--- config.mk ---
export PLATFORM = sky130hd
export DESIGN_NAME = sar_ctrl
export DESIGN_NICKNAME = d
export VERILOG_FILES = /design/src/rtl/sar_ctrl.sv
export SDC_FILE = /design/constraint.sdc
export NUM_CORES = 1
export LEC_CHECK = 0
export BUFFER_PORTS_ARGS = -buffer_cell sky130_fd_sc_hd__buf_2
export CAP_MARGIN = 20
export CORE_MARGIN = 5
export CORE_UTILIZATION = 48
export CTS_CLUSTER_DIAMETER = 60
export DETAILED_ROUTE_END_ITERATION = 10
export PLACE_DENSITY = 0.79
export SYNTH_ARGS = -nofsm -noshare
export SYNTH_HDL_FRONTEND = slang
export SYNTH_SLANG_ARGS = --single-unit
--- constraint.sdc ---
create_clock -name i_clk -period 1.75 [get_ports i_clk]
set_input_delay 0.35 -clock i_clk [delete_from_list [all_inputs] [get_ports i_clk]]
set_output_delay 0.35 -clock i_clk [all_outputs]
set_load 0.01 [all_outputs]
--- src/rtl/sar_ctrl.sv ---
// Successive-approximation controller: samples, walks a one-hot MSB-to-LSB trial
// over the DAC code, keeps bits on comparator decisions and publishes the result.
module sar_ctrl #(
    parameter int N_BITS        = 10,
    parameter int SAMPLE_CYCLES = 2
) (
    input  logic              i_clk,
    input  logic              i_rst,
    input  logic              i_start,
    input  logic              i_cmp,
    output logic              o_sample,
    output logic              o_busy,
    output logic [N_BITS-1:0] o_taps,
    output logic [N_BITS-1:0] o_dac,
    output logic [N_BITS-1:0] o_data,
    output logic              o_valid
);

    typedef enum logic [1:0] {
        IDLE    = 2'd0,
        SAMPLE  = 2'd1,
        CONVERT = 2'd2,
        DONE    = 2'd3
    } state_t;

    localparam logic [3:0]        CNT_INIT = 4'(SAMPLE_CYCLES - 1);
    localparam logic [N_BITS-1:0] MSB_BIT  = {1'b1, {(N_BITS-1){1'b0}}};

    state_t            state_q, state_d;
    logic [3:0]        cnt_q, cnt_d;
    logic [N_BITS-1:0] taps_q, taps_d;
    logic [N_BITS-1:0] dac_q, dac_d;
    logic [N_BITS-1:0] data_q, data_d;
    logic              sample_q, sample_d;
    logic              busy_q, busy_d;
    logic              valid_q, valid_d;
    logic [N_BITS-1:0] kept;

    always_comb begin
        state_d  = state_q;
        cnt_d    = cnt_q;
        taps_d   = taps_q;
        dac_d    = dac_q;
        data_d   = data_q;
        sample_d = sample_q;
        busy_d   = busy_q;
        valid_d  = 1'b0;
        // Trial bit survives only if the comparator says Vin >= Vdac.
        kept     = i_cmp ? dac_q : (dac_q & ~taps_q);

        case (state_q)
            IDLE: begin
                taps_d   = '0;
                dac_d    = '0;
                sample_d = 1'b0;
                busy_d   = 1'b0;
                if (i_start) begin
                    state_d  = SAMPLE;
                    cnt_d    = CNT_INIT;
                    sample_d = 1'b1;
                    busy_d   = 1'b1;
                end
            end
            SAMPLE: begin
                if (cnt_q == 4'd0) begin
                    state_d  = CONVERT;
                    sample_d = 1'b0;
                    taps_d   = MSB_BIT;
                    dac_d    = MSB_BIT;
                end else begin
                    cnt_d = cnt_q - 4'd1;
                end
            end
            CONVERT: begin
                if (taps_q[0]) begin
                    state_d = DONE;
                    taps_d  = '0;
                    dac_d   = kept;
                    data_d  = kept;
                    valid_d = 1'b1;
                end else begin
                    taps_d = taps_q >> 1;
                    dac_d  = kept | (taps_q >> 1);
                end
            end
            DONE: begin
                state_d = IDLE;
                dac_d   = '0;
                busy_d  = 1'b0;
            end
            default: begin
                state_d  = IDLE;
                taps_d   = '0;
                dac_d    = '0;
                sample_d = 1'b0;
                busy_d   = 1'b0;
            end
        endcase
    end

    // Reset clears the published result as well as control, aborting any conversion.
    always_ff @(posedge i_clk) begin
        if (i_rst) begin
            state_q  <= IDLE;
            cnt_q    <= '0;
            taps_q   <= '0;
            dac_q    <= '0;
            data_q   <= '0;
            sample_q <= 1'b0;
            busy_q   <= 1'b0;
            valid_q  <= 1'b0;
        end else begin
            state_q  <= state_d;
            cnt_q    <= cnt_d;
            taps_q   <= taps_d;
            dac_q    <= dac_d;
            data_q   <= data_d;
            sample_q <= sample_d;
            busy_q   <= busy_d;
            valid_q  <= valid_d;
        end
    end

    assign o_sample = sample_q;
    assign o_busy   = busy_q;
    assign o_taps   = taps_q;
    assign o_dac    = dac_q;
    assign o_data   = data_q;
    assign o_valid  = valid_q;

endmodule

==> impl_metrics.yaml <==
clock_tree:
  numCtsBuffers: 5
  clockRootBuffer: "clkbuf_8"
  clock-sinks: 39
  clock_latency_ns: 0.29
  path_clk_slew_ns: 0.07
  cts_tree: "yes"
  clockBufferDepth: 2
  cts_hold_buf: 0
  htreeDepth: 2
place:
  port-buffer-count: 36
  dpl.hpwl_mm: 3.17
  gp_congestion: 0.879
floorplanning:
  die_area_um2: 5140
  io_pins: 37
  rows: 22
  core-area_um2: 3690
  start_util_pct: 49.6
  fp.dieH_um: 71.7
  die-width_um: 71.7
sta:
  post-route-min-period_ns: 1.69
  fin_worst_skew_ns: 0.00524
  fmax_ghz: 0.592
  tns_ns: 0
  period_share_pct: 96.5
  holdWs_ns: 0.329
  final-hold-violation-count: 0
  maxSlewHeadroom_pct: 74.8
  slew_violations: 0
  finalSetupViolations: 0
  rsz0062_at_grt: "no"
  worst_pin_slew_ns: 0.373
logic_synthesis:
  ys.flop_type: "dfxtp_1"
  async_flop_share_pct: 0
  syn_nets: 222
  synthTopCellsByArea: "dfxtp_1, nand2_1, mux2i_1"
  yosysWarningCount: 0
  netlist_instances: 211
  syn_area_um2: 1830
  synth_top_cell_by_area: "dfxtp_1"
  synth.avg_cell_area_um2: 8.66
  synth_edf_count: 0
  ys_ff_latch: 39
  yosys-top-cells-count: "dfxtp_1, nand2_1, a21oi_1, nand2b_1"
  synth_most_common_cell: "dfxtp_1"
  yosys.cell_types.count: 35
  synth_top_area_share_pct: 42.7
  yosysSeqAreaShare_pct: 42.7
pwr:
  p_switching_mw: 1.03
  p_seq_share_pct: 36.7
  netSwitchingFraction_pct: 36.0
  clock_power_share_pct: 20.3
  power_density_nw_per_um2: 1280
  vdd_drop_max_uv: 745
  p_comb_share_pct: 43.0
  p_leak_nw: 0.945
  p_int_mw: 1.83
hold_path:
  min_from: "i_rst"
  worst_hold_path_type: "in2reg"
  whs_path_depth: 2
  whs_endpoint: "state_q[0]"
cells_and_area:
  fin_nets: 265
  multi_input_area_um2: 980
  regArea_um2: 781
  drive_gt1_share_pct: 26.7
  fillers: 331
  n_antenna_cell: 0
  synthToLayoutAreaGrowth_pct: 22.2
global_route:
  globalRouteOverflowTotal: 0
  grt_pass1_vias: 1503
  grt_max_degree: 20
  grt_usage_pct: 17.5
  antenna_found_initial: 0
  grt_pass1_wl_mm: 7.20
drt:
  ant_nets: 0
  viasPerCell: 5.54
  dr.pass1.iters: 4
  wl_per_cell_um: 14.7
  wl_mm: 4.45
  num_vias: 1679
  dr.first_iter.drc_count: 123
  drc: 0
critical_path:
  r2r-end: "o_dac[0]"
  cp-start-kind: "flip-flop"
  worst_setup_path_end_kind: "flip-flop"
  r2r_slack_ns: 0.06
  criticalPathCategory: "reg2reg"
  crit_path_max_fanout: 10
  required_ns: 1.97
  cp.arrival_ns: 1.91
  reg2reg_depth: 6
  r2r-start: "cnt_q[1]"
run:
  drv_cap: 0
status:
  status: "finished clean"
## worst max path at each step
stage,endpoint,slack (ns),start
2_1_floorplan,state_q[0],0.09,cnt_q[0]
3_3_place_gp,o_dac[0],0.06,cnt_q[1]
3_5_place_dp,o_dac[0],0.03,cnt_q[1]
4_1_cts,o_dac[0],0.003,cnt_q[1]
5_1_grt,o_taps[1],0.009,state_q[0]
6_report,o_dac[0],0.06,cnt_q[1]
## area by class of cell
type / count / share of cell area [%]
sequential: 39 / 35.0
clock buffer: 6 / 3.25
timing repair buffer: 51 / 13.3
inverter: 8 / 1.34
multi-input combinational: 149 / 43.9
clock inverter: 2 / 0.560
tap: 48 / 2.69
## placed cells by master (no fill, tap or decap), drive strengths merged, types with 4 or more instances in the layout
cell type,n
nand2b,13
nand2,36
ha,7
a22oi,8
inv,7
buf,51
nor2,4
clkbuf,6
nand3,11
dfxtp,39
nand4,8
o21ai,4
a21oi,17
mux2i,11
o31ai,8
## repair_timing
action | 4_1_cts | 5_1_grt
setup endpoints to repair | 0 | 24
resized for setup | 0 | 10
buffers inserted | 0 | 3
## registers in the layout (all words and copies together), names as in the netlist
signal    count
cnt_q         4
o_dac        10
o_data       10
state_q       2
o_taps       10
o_sample      1
o_valid       1
o_busy        1
## cells by family (layout without fill, tap and decap cells)
kind of cell | Yosys count | in the layout | share of synthesized area (%)
AO/OA/AOI/OAI | 45 | 45 | 17.1
flip-flops | 39 | 39 | 42.7
buffers and inverters | 23 | 67 | 5.13
AND/OR/NAND/NOR | 86 | 86 | 24.2
multiplexers | 11 | 11 | 6.02
adder cells (fa/ha/maj) | 7 | 7 | 4.79
## power groups by stage
| stage | combinational, mW | sequential (mW) | clock, mW |
|---|---|---|---|
| 2_1_floorplan | 0.785 | 1.06 | 0 |
| 3_3_place_gp | 1.03 | 1.06 | 0 |
| 3_5_place_dp | 1.04 | 1.06 | 0 |
| 4_1_cts | 1.05 | 1.04 | 0.596 |
| 5_1_grt | 1.33 | 1.06 | 0.632 |
| 6_report | 1.23 | 1.05 | 0.580 |
## metrics by stage
step                      worst slack (ns)  area (um^2)  total power [mW]  utilization (%)  instances
final                               0.0610         2230              2.86             60.5        303
after floorplan                     0.0937         1830              1.84                -        211
after detailed placement            0.0266         2090              2.11             56.6        291
after CTS                          0.00300         2170              2.69             58.9        299
after global placement              0.0593         2090              2.09             56.6        291
after global routing               0.00903         2230              3.02             60.5        303
## worst max-delay path, stage by stage (launching register included)
cell and delay (ns):
dfxtp_1 0.32, inv_1 0.07, ha_1 0.15, or3b_4 0.42, buf_4 0.19, a221o_1 0.34
a21oi_1 0.14
## layer usage
metal / share of wire (%) / global-route usage [%] / up-vias
li1: - / - / 832
met1: 45 / 23.9 / 784
met2: 47 / 26.0 / 56
met3: 7.1 / 5.61 / 7
met4: 1.1 / 5.85 / 0
met5: 0 / 0 / -
No activity file was read; power rests on OpenSTA's default activity.
